$ cat config.mk
export PLATFORM = sky130hd
export DESIGN_NAME = mem_arbiter_flat
export DESIGN_NICKNAME = d
export VERILOG_FILES = /design/src/rtl/mem_arb_pkg.sv /design/src/rtl/mem_arbiter_if.sv /design/src/rtl/arb_starve_ctr.sv /design/src/rtl/mem_arbiter.sv /design/src/flat_wrapper.sv
export SDC_FILE = /design/constraint.sdc
export NUM_CORES = 1
export LEC_CHECK = 0
export CAP_MARGIN = 10
export CELL_PAD_IN_SITES_DETAIL_PLACEMENT = 0
export CELL_PAD_IN_SITES_GLOBAL_PLACEMENT = 1
export CORE_MARGIN = 2
export CORE_UTILIZATION = 23
export DETAILED_ROUTE_END_ITERATION = 10
export PLACE_DENSITY = 0.82
export SYNTH_ARGS = -nofsm -noshare
export SYNTH_HDL_FRONTEND = slang
export SYNTH_HIERARCHICAL = 1
export SYNTH_SLANG_ARGS = --single-unit
$ cat constraint.sdc
create_clock -name clk -period 1.8 [get_ports clk]
set_input_delay 0.18 -clock clk [delete_from_list [all_inputs] [get_ports clk]]
set_output_delay 0.18 -clock clk [all_outputs]
set_load 0.01 [all_outputs]
$ cat src/rtl/mem_arb_pkg.sv
// Shared types and constants for the fetch/data memory arbiter.
package mem_arb_pkg;

  localparam logic OWNER_IF = 1'b0;
  localparam logic OWNER_D  = 1'b1;

  typedef enum logic {
    IDLE = 1'b0,
    BUSY = 1'b1
  } arb_state_e;

  // lat_cnt is 3 bits wide, so the read latency must fit in 1..7.
  function automatic bit mem_lat_ok(input int lat);
    return (lat >= 1) && (lat <= 7);
  endfunction

endpackage

$ cat src/rtl/mem_arbiter_if.sv
// Fetch port, data port and memory-macro bus seen by the arbiter.
interface mem_arbiter_if #(
  parameter int unsigned ADDR_W = 12,
  parameter int unsigned DATA_W = 16
);
  logic              if_req;
  logic [ADDR_W-1:0] if_addr;
  logic              if_gnt;
  logic              if_rvalid;
  logic [DATA_W-1:0] if_rdata;

  logic              d_req;
  logic              d_we;
  logic [ADDR_W-1:0] d_addr;
  logic [DATA_W-1:0] d_wdata;
  logic              d_gnt;
  logic              d_rvalid;
  logic [DATA_W-1:0] d_rdata;

  logic              mem_en;
  logic              mem_we;
  logic [ADDR_W-1:0] mem_addr;
  logic [DATA_W-1:0] mem_wdata;
  logic [DATA_W-1:0] mem_rdata;

  modport slave (
    input  if_req, if_addr, d_req, d_we, d_addr, d_wdata, mem_rdata,
    output if_gnt, if_rvalid, if_rdata, d_gnt, d_rvalid, d_rdata,
           mem_en, mem_we, mem_addr, mem_wdata
  );

  modport master (
    output if_req, if_addr, d_req, d_we, d_addr, d_wdata, mem_rdata,
    input  if_gnt, if_rvalid, if_rdata, d_gnt, d_rvalid, d_rdata,
           mem_en, mem_we, mem_addr, mem_wdata
  );
endinterface

$ cat src/rtl/arb_starve_ctr.sv
// Saturating count of data grants that bypassed a waiting fetch.
module arb_starve_ctr #(
  parameter int unsigned MAX = 3
) (
  input  logic clk,
  input  logic rst,
  input  logic clr,
  input  logic inc,
  output logic full
);
  localparam int unsigned W = $clog2(MAX + 1);

  logic [W-1:0] cnt_q, cnt_d;

  assign full = (cnt_q == W'(MAX));

  always_comb begin
    cnt_d = cnt_q;
    if (clr)              cnt_d = '0;
    else if (inc && !full) cnt_d = cnt_q + W'(1);
  end

  // NOTE: sequential state is written with <= so every flop samples pre-edge values.
  always_ff @(posedge clk or negedge rst) begin
    if (!rst) cnt_q <= '0;
    else      cnt_q <= cnt_d;
  end

endmodule

$ cat src/rtl/mem_arbiter.sv
// Shares one single-port memory between fetch and data ports; data has
// priority with a starvation guard for fetch, and a pipeline stall output.
module mem_arbiter
  import mem_arb_pkg::*;
#(
  parameter int unsigned ADDR_W     = 12,
  parameter int unsigned DATA_W     = 16,
  parameter int unsigned MEM_LAT    = 2,
  parameter int unsigned STARVE_MAX = 3
) (
  input  logic          clk,
  input  logic          rst,
  mem_arbiter_if.slave  bus,
  output logic          stall
);

  localparam logic [2:0] LAT_INIT = 3'(MEM_LAT - 1);

  if (!mem_lat_ok(MEM_LAT)) begin : g_bad_mem_lat
    $error("mem_arbiter: MEM_LAT must be in 1..7");
  end

  arb_state_e        state_q, state_d;
  logic [2:0]        lat_q, lat_d;
  logic              owner_q, owner_d;
  logic [DATA_W-1:0] if_rdata_q, d_rdata_q;
  logic [ADDR_W-1:0] addr_sel;

  logic ret_cycle, issue_ok, starve_full;
  logic if_gnt, d_gnt, if_rvalid, d_rvalid;

  assign ret_cycle = (state_q == BUSY) && (lat_q == 3'd0);
  // Grants are gated by reset so nothing reaches the macro while rst is low.
  assign issue_ok  = rst && ((state_q == IDLE) || ret_cycle);
  assign if_gnt    = issue_ok && bus.if_req && (!bus.d_req || starve_full);
  assign d_gnt     = issue_ok && bus.d_req && !(bus.if_req && starve_full);
  assign if_rvalid = ret_cycle && (owner_q == OWNER_IF);
  assign d_rvalid  = ret_cycle && (owner_q == OWNER_D);

  arb_starve_ctr #(.MAX(STARVE_MAX)) u_starve (
    .clk  (clk),
    .rst  (rst),
    .clr  (if_gnt || !bus.if_req),
    .inc  (d_gnt && bus.if_req),
    .full (starve_full)
  );

  always_ff @(posedge clk or negedge rst) begin
    if (!rst) begin
      state_q <= IDLE;
      lat_q   <= 3'd0;
      owner_q <= OWNER_IF;
    end else begin
      state_q <= state_d;
      lat_q   <= lat_d;
      owner_q <= owner_d;
    end
  end

  // NOTE: every always_comb output gets a default first, so no path can infer a latch.
  always_comb begin
    state_d = state_q;
    lat_d   = lat_q;
    owner_d = owner_q;
    if (if_gnt || (d_gnt && !bus.d_we)) begin
      state_d = BUSY;
      lat_d   = LAT_INIT;
      owner_d = d_gnt ? OWNER_D : OWNER_IF;
    end else if (d_gnt || ret_cycle) begin
      state_d = IDLE;
      lat_d   = 3'd0;
    end else if (state_q == BUSY) begin
      lat_d   = lat_q - 3'd1;
    end
  end

  always_comb begin
    addr_sel      = '0;
    if (d_gnt)       addr_sel = bus.d_addr;
    else if (if_gnt) addr_sel = bus.if_addr;

    bus.if_gnt    = if_gnt;
    bus.d_gnt     = d_gnt;
    bus.if_rvalid = if_rvalid;
    bus.d_rvalid  = d_rvalid;
    bus.mem_en    = if_gnt || d_gnt;
    bus.mem_we    = d_gnt && bus.d_we;
    bus.mem_addr  = addr_sel;
    bus.mem_wdata = d_gnt ? bus.d_wdata : '0;
    bus.if_rdata  = if_rvalid ? bus.mem_rdata : if_rdata_q;
    bus.d_rdata   = d_rvalid  ? bus.mem_rdata : d_rdata_q;
    stall         = (bus.if_req && !if_gnt) || (bus.d_req && !d_gnt) ||
                    ((state_q == BUSY) && (lat_q != 3'd0));
  end

  // Read data is shown combinationally on the return cycle and held afterwards.
  always_ff @(posedge clk or negedge rst) begin
    if (!rst) begin
      if_rdata_q <= '0;
      d_rdata_q  <= '0;
    end else begin
      if (if_rvalid) if_rdata_q <= bus.mem_rdata;
      if (d_rvalid)  d_rdata_q  <= bus.mem_rdata;
    end
  end

endmodule

$ cat src/flat_wrapper.sv
// flat-port wrapper written by rule: the top's interface ports become plain ports
module mem_arbiter_flat import mem_arb_pkg::*;
#(
  parameter int unsigned ADDR_W     = 12,
  parameter int unsigned DATA_W     = 16,
  parameter int unsigned MEM_LAT    = 2,
  parameter int unsigned STARVE_MAX = 3
)
  (clk, rst, stall, bus_if_req, bus_if_addr, bus_d_req, bus_d_we, bus_d_addr, bus_d_wdata, bus_mem_rdata, bus_if_gnt, bus_if_rvalid, bus_if_rdata, bus_d_gnt, bus_d_rvalid, bus_d_rdata, bus_mem_en, bus_mem_we, bus_mem_addr, bus_mem_wdata);
  mem_arbiter_if #(.ADDR_W(ADDR_W), .DATA_W(DATA_W)) bus_i ();
  input  logic clk;
  input  logic rst;
  output logic stall;
  input wire logic [$bits(bus_i.if_req)-1:0] bus_if_req;
  input wire logic [$bits(bus_i.if_addr)-1:0] bus_if_addr;
  input wire logic [$bits(bus_i.d_req)-1:0] bus_d_req;
  input wire logic [$bits(bus_i.d_we)-1:0] bus_d_we;
  input wire logic [$bits(bus_i.d_addr)-1:0] bus_d_addr;
  input wire logic [$bits(bus_i.d_wdata)-1:0] bus_d_wdata;
  input wire logic [$bits(bus_i.mem_rdata)-1:0] bus_mem_rdata;
  output wire logic [$bits(bus_i.if_gnt)-1:0] bus_if_gnt;
  output wire logic [$bits(bus_i.if_rvalid)-1:0] bus_if_rvalid;
  output wire logic [$bits(bus_i.if_rdata)-1:0] bus_if_rdata;
  output wire logic [$bits(bus_i.d_gnt)-1:0] bus_d_gnt;
  output wire logic [$bits(bus_i.d_rvalid)-1:0] bus_d_rvalid;
  output wire logic [$bits(bus_i.d_rdata)-1:0] bus_d_rdata;
  output wire logic [$bits(bus_i.mem_en)-1:0] bus_mem_en;
  output wire logic [$bits(bus_i.mem_we)-1:0] bus_mem_we;
  output wire logic [$bits(bus_i.mem_addr)-1:0] bus_mem_addr;
  output wire logic [$bits(bus_i.mem_wdata)-1:0] bus_mem_wdata;
  assign bus_i.if_req = bus_if_req;
  assign bus_i.if_addr = bus_if_addr;
  assign bus_i.d_req = bus_d_req;
  assign bus_i.d_we = bus_d_we;
  assign bus_i.d_addr = bus_d_addr;
  assign bus_i.d_wdata = bus_d_wdata;
  assign bus_i.mem_rdata = bus_mem_rdata;
  assign bus_if_gnt = bus_i.if_gnt;
  assign bus_if_rvalid = bus_i.if_rvalid;
  assign bus_if_rdata = bus_i.if_rdata;
  assign bus_d_gnt = bus_i.d_gnt;
  assign bus_d_rvalid = bus_i.d_rvalid;
  assign bus_d_rdata = bus_i.d_rdata;
  assign bus_mem_en = bus_i.mem_en;
  assign bus_mem_we = bus_i.mem_we;
  assign bus_mem_addr = bus_i.mem_addr;
  assign bus_mem_wdata = bus_i.mem_wdata;
  mem_arbiter #(.ADDR_W(ADDR_W), .DATA_W(DATA_W), .MEM_LAT(MEM_LAT), .STARVE_MAX(STARVE_MAX)) u_core (.clk(clk), .rst(rst), .bus(bus_i), .stall(stall));
endmodule
Yosys cells after proc, flatten, opt, wreduce, memory -nomap -nowiden
Index checks and enable logic that the tools add are counted.
Widths: inputs -> output; s select.

word-level totals
  flip-flop bits (word level) = 39
  latch bits = 0
  memory bits (writable) = 0
  bits in read-only memories = 0
  input port bits = 61
  memories kept = 0

operators by class
  add/subtract/negate cells = 2
  multiply operators = 0
  div/mod/pow operators = 0
  order comparisons = 0
  equal/unequal tests = 1
  shift-type cells = 0
  mux-type cells = 13
  bitwise gates (word level) = 2
  reduce and logical (&&, ||, !) cells = 36

operators by type and width
  cell                 number
  $mux 16              3
  $mux 12              2
  $logic_and 1x1->1    16
  $mux 3               3
  $logic_or 1x1->1     8
  $logic_not 1->1      7
  $reduce_bool 3->1    2
  $mux 2               2
  $reduce_bool 2->1    2
  $logic_not 3->1      1
  $mux 1               3
  $sub 3x1->3 const B  1
  $add 2x1->2 const B  1
  $eq 2x2->1 const B   1
  $not 1->1            2

Depth between registers and ports, before layout
Gate-level depths: netlist of the first run.

  word-level depth = 10
  mapped depth = 9
  gate-level depth less buffers = 8

Hierarchy
The synthesis of the first run kept the hierarchy.

modules (own cells, without submodules)
  module          instances  cells an instance  area each (um^2)  sequential area each (um^2)
  mem_arbiter     1          190                1,826.8           925.9
  arb_starve_ctr  1          10                 123.9             50.0

Worst setup path before layout of the first run
OpenSTA, ideal clock, no wires.

  kind = register -> register
  start point = register u_core.lat_q[0]
  end point = register u_core.u_starve.cnt_q[0]
  data arrival time = 1,839 ps
  setup slack = -164 ps
  stages on the path, launching flop included = 10
  clock period less this slack = 1,964 ps
  cell sequence = dfrtp_1 inv_1 ha_1 nor2b_1 o21ai_2 nor2b_1 clkbuf_1 and2_1 nor2b_4 mux2_4

between the ends
  cells in the longest elaborated chain, start to end = 9

RTL lines
  element                             line                  source
  start, declared                     mem_arbiter.sv:24     logic [2:0] lat_q, lat_d;
  start signal, assigned              mem_arbiter.sv:55     lat_q <= lat_d;
  $logic_not 3->1 (*)                 mem_arbiter.sv:32     assign ret_cycle = (state_q == BUSY) && (lat_q == 3'd0);
  $logic_and 1x1->1 (*)               mem_arbiter.sv:32
  $logic_or 1x1->1 (*)                mem_arbiter.sv:34     assign issue_ok = rst && ((state_q == IDLE) || ret_cycle);
  $logic_and 1x1->1 (*)               mem_arbiter.sv:34
  $logic_and 1x1->1 (2 in series)     mem_arbiter.sv:36     assign d_gnt = issue_ok && bus.d_req && !(bus.if_req && starve_full);
  $logic_and 1x1->1                   mem_arbiter.sv:44     .inc (d_gnt && bus.if_req),
  $logic_and 1x1->1                   arb_starve_ctr.sv:20  else if (inc && !full) cnt_d = cnt_q + W'(1);
  $reduce_bool 2->1 (no source line)  -
  end signal, assigned                arb_starve_ctr.sv:26  else cnt_q <= cnt_d;
  end, declared                       arb_starve_ctr.sv:13  logic [W-1:0] cnt_q, cnt_d;

Every way passes the cells marked *; elsewhere a longest branch is shown, timed or not.
A chain may end at the register's enable or synchronous reset.

Worst setup path after layout of the first run
  start point = register u_core.lat_q[1]
  end point = output bus_mem_wdata[14]

between the ends
  cells in the longest elaborated chain, start to end = 7

RTL lines
  element                          line                source
  $logic_not 3->1                  mem_arbiter.sv:32
  $logic_and 1x1->1                mem_arbiter.sv:32
  $logic_or 1x1->1                 mem_arbiter.sv:34
  $logic_and 1x1->1                mem_arbiter.sv:34
  $logic_and 1x1->1 (2 in series)  mem_arbiter.sv:36
  $mux 16                          mem_arbiter.sv:89   bus.mem_wdata = d_gnt ? bus.d_wdata : '0;
  end, declared                    flat_wrapper.sv:30  output wire logic [$bits(bus_i.mem_wdata)-1:0] bus_mem_wdata;

No other way between the ends.

==> impl_metrics.yaml, run 1 <==
floorplan:
  io_pins: 128
  core_um2: 8217
  fp-row-count: 33
  fp.dieArea_um2: 9233
  initial_core_util_pct: 23.74
  die_w_um: 96.09
  die_y_um: 96.09
worst_setup_path:
  slowest_delay_ns: 0.36
  r2r.worst_path.cells: 14
  r2r_slack_ns: -0.21
  crit_fanout: 5
  crit_arrival_ns: 1.95
  cp-end-kind: "output pin"
  worstPathRequired_ns: 1.62
  cp-start-kind: "register"
  cpMostUsedCell: "buf_6"
  cp_cell_sequence: "inv_2 > ha_4 > buf_6 > nor2b_4 > o21ai_4 > nor2b_4 > buf_6 > buf_6 > buf_6 > and2_4 > buf_6"
  critPathTopFamily: "buffers and inverters"
  r2r_end: "u_core/d_rdata_q[5]$_DFF_PN0_"
  slowest_stage: "dfrtp_1"
  crit_buf_inv: 6
  critPathKind: "register to output pin"
  regToRegStartpoint: "u_core/lat_q[1]$_DFFE_PN0P_"
detailed_routing:
  via_per_inst: 4.436
  first_pass_iters: 4
  drc: 0
  wl_per_cell_um: 14.97
  drt_wl_total_um: 8041
  ant_nets: 0
  num_vias: 2382
  first_iter_violations: 51
outcome:
  outcome: "complete, but fails checks"
  violations: "negative setup slack"
worst_hold_path:
  hp-class: "register to register"
  holdPathEnd: "u_core/d_rdata_q[8]$_DFF_PN0_"
  hold_depth: 2
  hp-start: "u_core/d_rdata_q[8]$_DFF_PN0_"
placement:
  dp_hpwl_um: 5037
  place_ws_ns: -0.3590
  io_buffers: 127
  placed_area_um2: 3600
  gp_congestion: 0.7876
timing:
  finalWorstSetupSlack_ns: -0.3345
  tightest_slew_ns: 0.3457
  finClkSkew_ns: 0.007434
  period_minus_slack_ns: 2.135
  max_freq_mhz: 468.5
  rsz0062_at_grt: "true"
  hold_violations: 0
  period_share_pct: 118.6
  report.final.slew_viol_count: 0
  finalSetupViolCount: 72
  slew_headroom_pct: 76.95
synth:
  syn-num-nets: 264
  synth_flop_cell: "dfrtp_1"
  ys_seq_area_share_pct: 50.03
  syn-cell-area_um2: 1951
  ys_seq_elements: 39
  avgSynthCellArea_um2: 9.753
  synth.distinct_cells: 33
  synth_warnings: 6
  synth_edf_count: 0
  synth_cells: 200
  ys_async_sr_fraction_pct: 100.0
global_routing:
  grt_usage_pct: 17.08
  grt_first_pass_wirelength_um: 12050
  use_met2_pct: 34.09
  use_met3_pct: 3.759
  grt_max_degree: 28
  overflow: 0
  grt-busiest-layer: "met2"
  grt_pass1_vias: 2618
  met1_usage_pct: 17.58
  antenna_found_initial: 0
power:
  finalPower_uw: 6795
  peakVddDrop_mv: 0.4081
  leakage_uw: 0.002307
  powerDensity_nw_per_um2: 1422
clocking:
  cts_tree: "yes"
  cts_htree_levels: 2
  clk_latency_ns: 0.29
  cts-root-buf: "clkbuf_8"
  clk_transition_reported_paths_ns: 0.07
  max-clock-path-buffers: 2
  cts_num_sinks: 39
  numCtsBuffers: 5
layout:
  fin_util_pct: 58.15
  nets: 495
  fin_area_um2: 4778
  antennaDiodeCount: 0
  drive_gt1_share_pct: 65.97
  final_cell_mix: "87 x buf_6, 61 x buf_4, 59 x clkdlybuf4s50_1"
  syn_to_final_growth_pct: 145.0
  final.fill_count: 666
  final_common_cell: "buf_6"
job:
  cap_viol_max_count: 0
repair_timing:
item	CTS	global route
pin swaps	42	26
gates cloned	6	1
hold buffers	1	0
endpoints found under the setup margin	68	84
resized for setup	430	60
buffers inserted	60	11
hold endpoints to repair	30	0
worst max path at each step:
stage	startpoint	end	slack [ns]	cells past startpoint
finish	u_core/lat_q[1]$_DFFE_PN0P_	bus_mem_wdata[14]	-0.33	11
detailed placement	u_core/lat_q[1]$_DFFE_PN0P_	bus_if_rdata[2]	-0.36	7
CTS	u_core/lat_q[1]$_DFFE_PN0P_	bus_if_rdata[1]	-0.46	9
global placement	u_core/lat_q[1]$_DFFE_PN0P_	bus_if_rdata[2]	-0.34	7
floorplan	u_core/lat_q[1]$_DFFE_PN0P_	u_core/u_starve/cnt_q[0]$_DFFE_PN0P_	-0.05	9
global route	u_core/lat_q[1]$_DFFE_PN0P_	bus_if_rdata[0]	-0.42	8
per-stage QoR:
stage | cells | hold WS (ns) | TNS [ns]
final | 537 | 0.4875 | -17.22
after global routing | 537 | 0.4882 | -24.41
after CTS | 531 | 0.4734 | -18.96
after detailed placement | 458 | 0.2319 | -16.93
after global placement | 458 | 0.2380 | -15.04
after floorplan | 200 | -0.1156 | -0.05239
metal layers:
| layer | part of all wire [%] | wire [µm] | up-vias |
|---|---|---|---|
| li1 | - | - | 1130 |
| met1 | 37 | 2943 | 1133 |
| met2 | 56 | 4468 | 115 |
| met3 | 7.1 | 571 | 4 |
| met4 | 0.72 | 58 | 0 |
| met5 | 0 | 0 | - |
cell families after synthesis:
| group | Yosys count | synth area share (%) |
|---|---|---|
| AOI/OAI and AO/OA | 25 | 9.045 |
| adders and majority gates | 3 | 1.925 |
| buffers and inverters | 13 | 2.950 |
| DFF | 39 | 50.03 |
| muxes | 18 | 10.52 |
| and+or+nand+nor | 102 | 25.53 |
final cells by class:
class / instances / area (µm²) / area share (%)
clock buffers: 6 / 72.57 / 1.519
clock inverters: 2 / 12.51 / 0.2618
inverters: 5 / 26.28 / 0.5499
multi-input cells: 148 / 1326 / 27.76
flip-flops and latches: 39 / 975.9 / 20.42
well taps: 105 / 131.4 / 2.749
repair buffers: 232 / 2233 / 46.74
synth_stat cells, types with 2 or more instances:
cell | count | share of area [%]
nand2_1 | 52 | 10
dfrtp_1 | 39 | 50
and2_1 | 19 | 6.1
mux2_2 | 16 | 9.2
nor2_1 | 15 | 2.9
a22oi_1 | 12 | 4.6
clkbuf_1 | 6 | 1.2
o21ai_0 | 6 | 1.5
nor2b_1 | 5 | 1.6
ha_1 | 3 | 1.9
inv_1 | 3 | 0.58
nand2b_1 | 2 | 0.64
nand3_1 | 2 | 0.51
power by group:
group | internal, µW | switching [µW]
clock network | 271 | 297
registers | 1300 | 163
logic | 2940 | 1830
worst min-delay path, cell delays in order (launching register included):
cell and delay [ns]:
dfrtp_1 0.34, nand2_2 0.04, nand2_1 0.07
state kept, by name (all words and copies together) (netlist names):
register               cells
u_core/owner_q             1
u_core/d_rdata_q          16
u_core/u_starve/cnt_q      2
u_core/if_rdata_q         16
u_core/lat_q               3
u_core/state_q             1
No activity file was read; power rests on OpenSTA's default activity.
==> run 2, diff against run 1 <==
Settings changed: SETUP_SLACK_MARGIN from default to 0.02.
==> run 2 against run 1 <==
The flow still finishes with violations (negative setup slack). Critical path depth fell by 3. Sequential power barely moved. Design area rose by 3.8%. Critical endpoint is now bus_if_rdata[11]. Count of clock-buffer cells in the layout did not move. Sequential share of layout area fell by 0.74 points. Die area did not move. Highest routed layer unchanged. Core utilization rose by 2.2 points. First-iteration DRC count fell by 43%. Non-clock buffer count fell by 10. Maximum frequency fell by 1.1%. Global-route usage fell by 2.0 points.
==> impl_metrics.yaml, run 2 (synthesis results as in run 1) <==
outcome:
  outcome: "complete, but fails checks"
  violations: "negative setup slack"
global_routing:
  antenna_found_initial: 0
  grt_max_degree: 34
  grt_usage_pct: 15.08
  grt_pass1_vias: 2401
  grt_first_pass_wirelength_um: 10720
  overflow: 0
layout:
  finalNonFillerCells: 527
  fin_util_pct: 60.35
  final_common_cell: "buf_6"
  nets: 485
  final.fill_count: 671
  syn_to_final_growth_pct: 154.2
  top_regs: "u_core/d_rdata_q x16, u_core/if_rdata_q x16, u_core/lat_q x3"
  fin_area_um2: 4959
  final_cell_mix: "109 x buf_6, 60 x clkdlybuf4s50_1, 39 x dfrtp_1"
  drive_gt1_share_pct: 66.82
  antennaDiodeCount: 0
detailed_routing:
  wl_per_cell_um: 14.71
  num_vias: 2355
  first_pass_iters: 4
  drc: 0
  via_per_inst: 4.469
  first_iter_violations: 29
  drt_wl_total_um: 7754
  ant_nets: 0
timing:
  report.final.slew_viol_count: 0
  period_share_pct: 119.9
  finalWorstSetupSlack_ns: -0.3587
  period_minus_slack_ns: 2.159
  finalSetupViolCount: 71
  rsz0062_at_grt: "true"
  max_freq_mhz: 463.2
  finClkSkew_ns: 0.007889
  whs_ns: 0.01305
  slew_headroom_pct: 71.80
  hold_violations: 0
  tightest_slew_ns: 0.4229
worst_setup_path:
  cp-end-kind: "output pin"
  slowest_stage: "dfrtp_1"
  slowest_delay_ns: 0.40
  cp-start-kind: "register"
  worstPathRequired_ns: 1.62
  critPathKind: "register to output pin"
  cpMostUsedCell: "inv_2"
  crit_fanout: 9
  crit_arrival_ns: 1.98
  startpoint: "u_core/lat_q[1]$_DFFE_PN0P_"
  regToRegStartpoint: "u_core/lat_q[1]$_DFFE_PN0P_"
  cp_cell_sequence: "inv_2 > ha_4 > inv_2 > nor4_4 > buf_4 > buf_12 > mux2_4 > buf_2"
floorplan:
  fp-row-count: 33
  fp.dieArea_um2: 9233
  io_pins: 128
  core_um2: 8217
  initial_core_util_pct: 23.74
  die_y_um: 96.09
  die_w_um: 96.09
job:
  cap_viol_max_count: 0
worst_hold_path:
  hp-class: "primary input to async pin"
clocking:
  clk_latency_ns: 0.29
  clk_transition_reported_paths_ns: 0.08
  cts_num_sinks: 39
  cts_htree_levels: 2
  cts-root-buf: "clkbuf_8"
  numCtsBuffers: 5
  max-clock-path-buffers: 2
  cts_tree: "yes"
power:
  finalPower_uw: 6981
  peakVddDrop_mv: 0.5366
  leakage_uw: 0.002335
  powerDensity_nw_per_um2: 1408
placement:
  io_buffers: 127
  post-place-cells: 458
  dp_hpwl_um: 4820
  placed_area_um2: 3646
  gp_congestion: 0.7231
-- run 2: per-layer routing --
layer	part of all wire (%)	global-route usage, %	vias to the layer above
li1	-	-	1106
met2	54	28.41	109
met3	7.3	4.307	9
met5	0	0	-
met4	1.9	5.476	0
met1	37	15.72	1131
-- run 2: final timing paths --
check	end	slack, ns	depth (start not counted)
setup / recovery	bus_if_rdata[11]	-0.36	8
hold / removal	u_core/if_rdata_q[3]$_DFF_PN0_	0.01	2
setup reg to reg	u_core/u_starve/cnt_q[0]$_DFFE_PN0P_	-0.30	12
hold reg to reg	u_core/d_rdata_q[13]$_DFF_PN0_	0.49	2
max in group asynchronous	u_core/u_starve/cnt_q[1]$_DFFE_PN0P_	1.20	3
min in group clk	u_core/d_rdata_q[13]$_DFF_PN0_	0.49	2
-- run 2: cell type report --
class | instances | area [µm²] | area share [%]
Clock buffer | 6 | 82.58 | 1.665
Clock inverter | 2 | 35.03 | 0.7065
Inverter | 5 | 20.02 | 0.4037
Multi-Input combinational cell | 148 | 1405 | 28.34
Sequential cell | 39 | 975.9 | 19.68
Tap cell | 105 | 131.4 | 2.650
Timing Repair Buffer | 222 | 2308 | 46.56
-- run 2: repair_timing --
action	CTS	global route
buffers inserted	31	28
hold buffers	1	0
endpoints found under the setup margin	68	92
gates cloned	4	1
hold endpoints to repair	6	0
pin swaps	17	48
resized for setup	370	147
-- run 2: power by group --
part | internal [µW] | total, µW | switching (µW)
clock network | 448 | 742 | 293
registers | 1300 | 1440 | 147
logic | 2940 | 4790 | 1850
total | 4690 | 6980 | 2290
-- run 2: worst max-delay path: cells and delay by family, from the launching register on --
kind	cells	cell delay [ns]
and+or+nand+nor	1	0.24
buffers and inverters	5	0.60
adders and majority gates	1	0.15
muxes	1	0.31
DFF	1	0.40
-- run 2: per-stage QoR --
| step | setup TNS, ns | setup slack, ns |
|---|---|---|
| after floorplan | -0.05239 | -0.05239 |
| after global placement | -13.67 | -0.3111 |
| after detailed placement | -16.85 | -0.3734 |
| after CTS | -20.23 | -0.4911 |
| after global routing | -24.94 | -0.4547 |
| final | -17.21 | -0.3587 |
==> run 3, diff against run 2 <==
Settings changed: ABC_AREA from default to 1.
==> run 3 against run 2 <==
The run still ends with negative setup slack left. Worst hold slack gained 0.0083 ns. Area after synthesis is essentially flat. First-iteration DRC count grew to 2.8 times the previous value. Register-to-register slack gained 0.31 ns. Core utilization shrank 11 points. Critical path depth grew 1. Clock power shrank 23%.
==> impl_metrics.yaml, run 3 <==
worst_setup_path:
  cp-start-kind: "register"
  crit_arrival_ns: 2.02
  cp_cell_sequence: "inv_2 > ha_4 > nand3_4 > buf_12 > nor2_8 > clkbuf_16 > buf_6 > mux2_4 > buf_6"
  regToRegStartpoint: "u_core/lat_q[0]$_DFFE_PN0P_"
  crit_buf_inv: 5
  worstPathRequired_ns: 1.62
  worstSetupPathDepth: 9
  critPathTopFamily: "buffers and inverters"
  cp-end-kind: "output pin"
  r2r_end: "u_core/d_rdata_q[3]$_DFF_PN0_"
  slowest_delay_ns: 0.40
  slowest_stage: "dfrtp_1"
  startpoint: "u_core/lat_q[0]$_DFFE_PN0P_"
  crit_fanout: 7
  critPathKind: "register to output pin"
  r2r_slack_ns: 0.01
  r2r.worst_path.cells: 9
  cpMostUsedCell: "buf_6"
  cp-endpoint: "bus_if_rdata[5]"
layout:
  antennaDiodeCount: 0
  final_cell_mix: "59 x clkdlybuf4s50_1, 45 x buf_6, 41 x nand2_1"
  nets: 446
  fin_util_pct: 49.20
  syn_to_final_growth_pct: 107.1
  finalNonFillerCells: 488
  top_regs: "u_core/d_rdata_q x16, u_core/if_rdata_q x16, u_core/lat_q x3"
  final_common_cell: "clkdlybuf4s50_1"
  drive_gt1_share_pct: 50.13
timing:
  period_share_pct: 122.2
  finClkSkew_ns: 0.002883
  tightest_slew_ns: 0.4605
  finalWorstSetupSlack_ns: -0.4003
  rsz0062_at_grt: "true"
  slew_headroom_pct: 69.30
  finalSetupViolCount: 66
  max_freq_mhz: 454.5
  hold_violations: 0
  report.final.slew_viol_count: 0
  period_minus_slack_ns: 2.200
placement:
  place_ws_ns: -0.3625
  dp_hpwl_um: 4701
  io_buffers: 127
  gp_congestion: 0.7677
  post-place-cells: 449
global_routing:
  overflow: 0
  antenna_found_initial: 0
  grt_first_pass_wirelength_um: 10120
  grt_pass1_vias: 1983
  grt_max_degree: 38
  grt_usage_pct: 14.02
power:
  finalPower_uw: 5774
  leakage_uw: 0.002072
  peakVddDrop_mv: 0.7969
  powerDensity_nw_per_um2: 1428
floorplan:
  die_w_um: 96.12
  fp-row-count: 33
  core_um2: 8217
  initial_core_util_pct: 23.76
  io_pins: 128
  fp.dieArea_um2: 9239
  die_y_um: 96.12
synth:
  synthMostInstantiatedCell: "nand2_1"
  avgSynthCellArea_um2: 9.759
  syn-cell-area_um2: 1952
  synth_commonest_cells: "48 x nand2_1, 39 x dfrtp_1, 27 x inv_1"
  ys_seq_elements: 39
  synth.area.top_cells: "dfrtp_1 50%, mux2_1 10%, nand2_1 9.2%"
  synth_warnings: 6
  ys_async_sr_fraction_pct: 100.0
  synth.distinct_cells: 21
  synth_cells: 200
  syn-num-nets: 264
  synth_top_cell_by_area: "dfrtp_1"
  synth_flop_cell: "dfrtp_1"
  synth_edf_count: 0
  synth_top_cell_area_share_pct: 50.00
  ys_seq_area_share_pct: 50.00
detailed_routing:
  ant_nets: 0
  num_vias: 2025
  via_per_inst: 4.150
  drt_wl_total_um: 6760
  first_iter_violations: 82
  drc: 0
  wl_per_cell_um: 13.85
  first_pass_iters: 4
outcome:
  violations: "negative setup slack"
  outcome: "complete, but fails checks"
clocking:
  max-clock-path-buffers: 2
  cts_num_sinks: 39
  clk_latency_ns: 0.28
  cts_htree_levels: 2
  numCtsBuffers: 5
  clk_transition_reported_paths_ns: 0.07
  cts_tree: "yes"
  cts-root-buf: "clkbuf_8"
job:
  cap_viol_max_count: 0
worst_hold_path:
  hp-class: "primary input to async pin"
==> run 3: cell types whose count changed in the layout (fill, tap and decap cells not counted), moves of 6 or more <==
cell | before | now
buf_6 | 109 | 45
nor2_1 | 3 | 9
buf_4 | 34 | 26
inv_1 | 0 | 23
buf_2 | 9 | 35
a22oi_2 | 12 | 0
nand2_4 | 18 | 3
nor2_2 | 6 | 12
mux2_4 | 17 | 26
and2_4 | 20 | 0
nand2_1 | 19 | 41
nand2_2 | 15 | 5
==> run 3: metal layers <==
| metal | vias to the layer above | part of all wire (%) | GRT usage, % |
|---|---|---|---|
| li1 | 991 | - | - |
| met1 | 994 | 40 | 17.98 |
| met2 | 31 | 56 | 24.25 |
| met3 | 9 | 2.7 | 1.958 |
| met4 | 0 | 1.6 | 4.405 |
| met5 | - | 0 | 0 |
==> run 3: cell type report <==
cell class                      count  area (µm²)
Fill cell                         742        4174
Timing Repair inverter              1       8.758
Inverter                           29       113.9
Timing Repair Buffer              180        1692
Tap cell                          105       131.4
Sequential cell                    39       975.9
Multi-Input combinational cell    126        1036
Clock inverter                      2       12.51
Clock buffer                        6       72.57
==> run 3: per-stage QoR <==
| step | setup TNS (ns) | hold slack, ns | area, µm² |
|---|---|---|---|
| 2_1_floorplan | 0 | -0.1156 | 1952 |
| 3_3_place_gp | -17.77 | 0.1163 | 3502 |
| 3_5_place_dp | -19.17 | 0.1196 | 3502 |
| 4_1_cts | -15.78 | 0.02595 | 3886 |
| 5_1_grt | -22.20 | 0.05638 | 4043 |
| 6_report | -16.62 | 0.02134 | 4043 |
==> run 3: logic make-up (layout without fill, tap and decap cells) <==
group / count (synthesis) / after routing / synth area share, %
buffers and inverters: 35 / 218 / 7.885
flip-flops: 39 / 39 / 50.00
AND/OR/NAND/NOR: 86 / 86 / 20.26
adder cells (fa/ha/maj): 3 / 3 / 1.923
AO/OA/AOI/OAI: 5 / 5 / 1.474
multiplexers: 32 / 32 / 18.46
==> run 3: worst min-delay path by stage <==
stage	cells past startpoint	to	slack (ns)	start
5_1_grt	2	u_core/d_rdata_q[0]$_DFF_PN0_	0.06	rst
3_5_place_dp	2	u_core/state_q$_DFFE_PN0P_	0.12	rst
6_report	2	u_core/d_rdata_q[0]$_DFF_PN0_	0.02	rst
4_1_cts	2	u_core/d_rdata_q[1]$_DFF_PN0_	0.03	rst
2_1_floorplan	0	u_core/d_rdata_q[0]$_DFF_PN0_	-0.12	rst
3_3_place_gp	2	u_core/state_q$_DFFE_PN0P_	0.12	rst
==> run 3: report_power, final <==
group,switching [µW],internal [µW]
registers,156,1300
clock network,298,271
logic,1510,2240
total,1970,3810
==> run 3: repair_timing <==
action                     in CTS  in global routing
hold endpoints to repair        2                  0
hold buffers                    1                  0
buffers inserted               22                  6
gates resized for setup       326                 69
cloned                          3                  1
setup endpoints to repair      67                 69
pin swaps                       5                  7
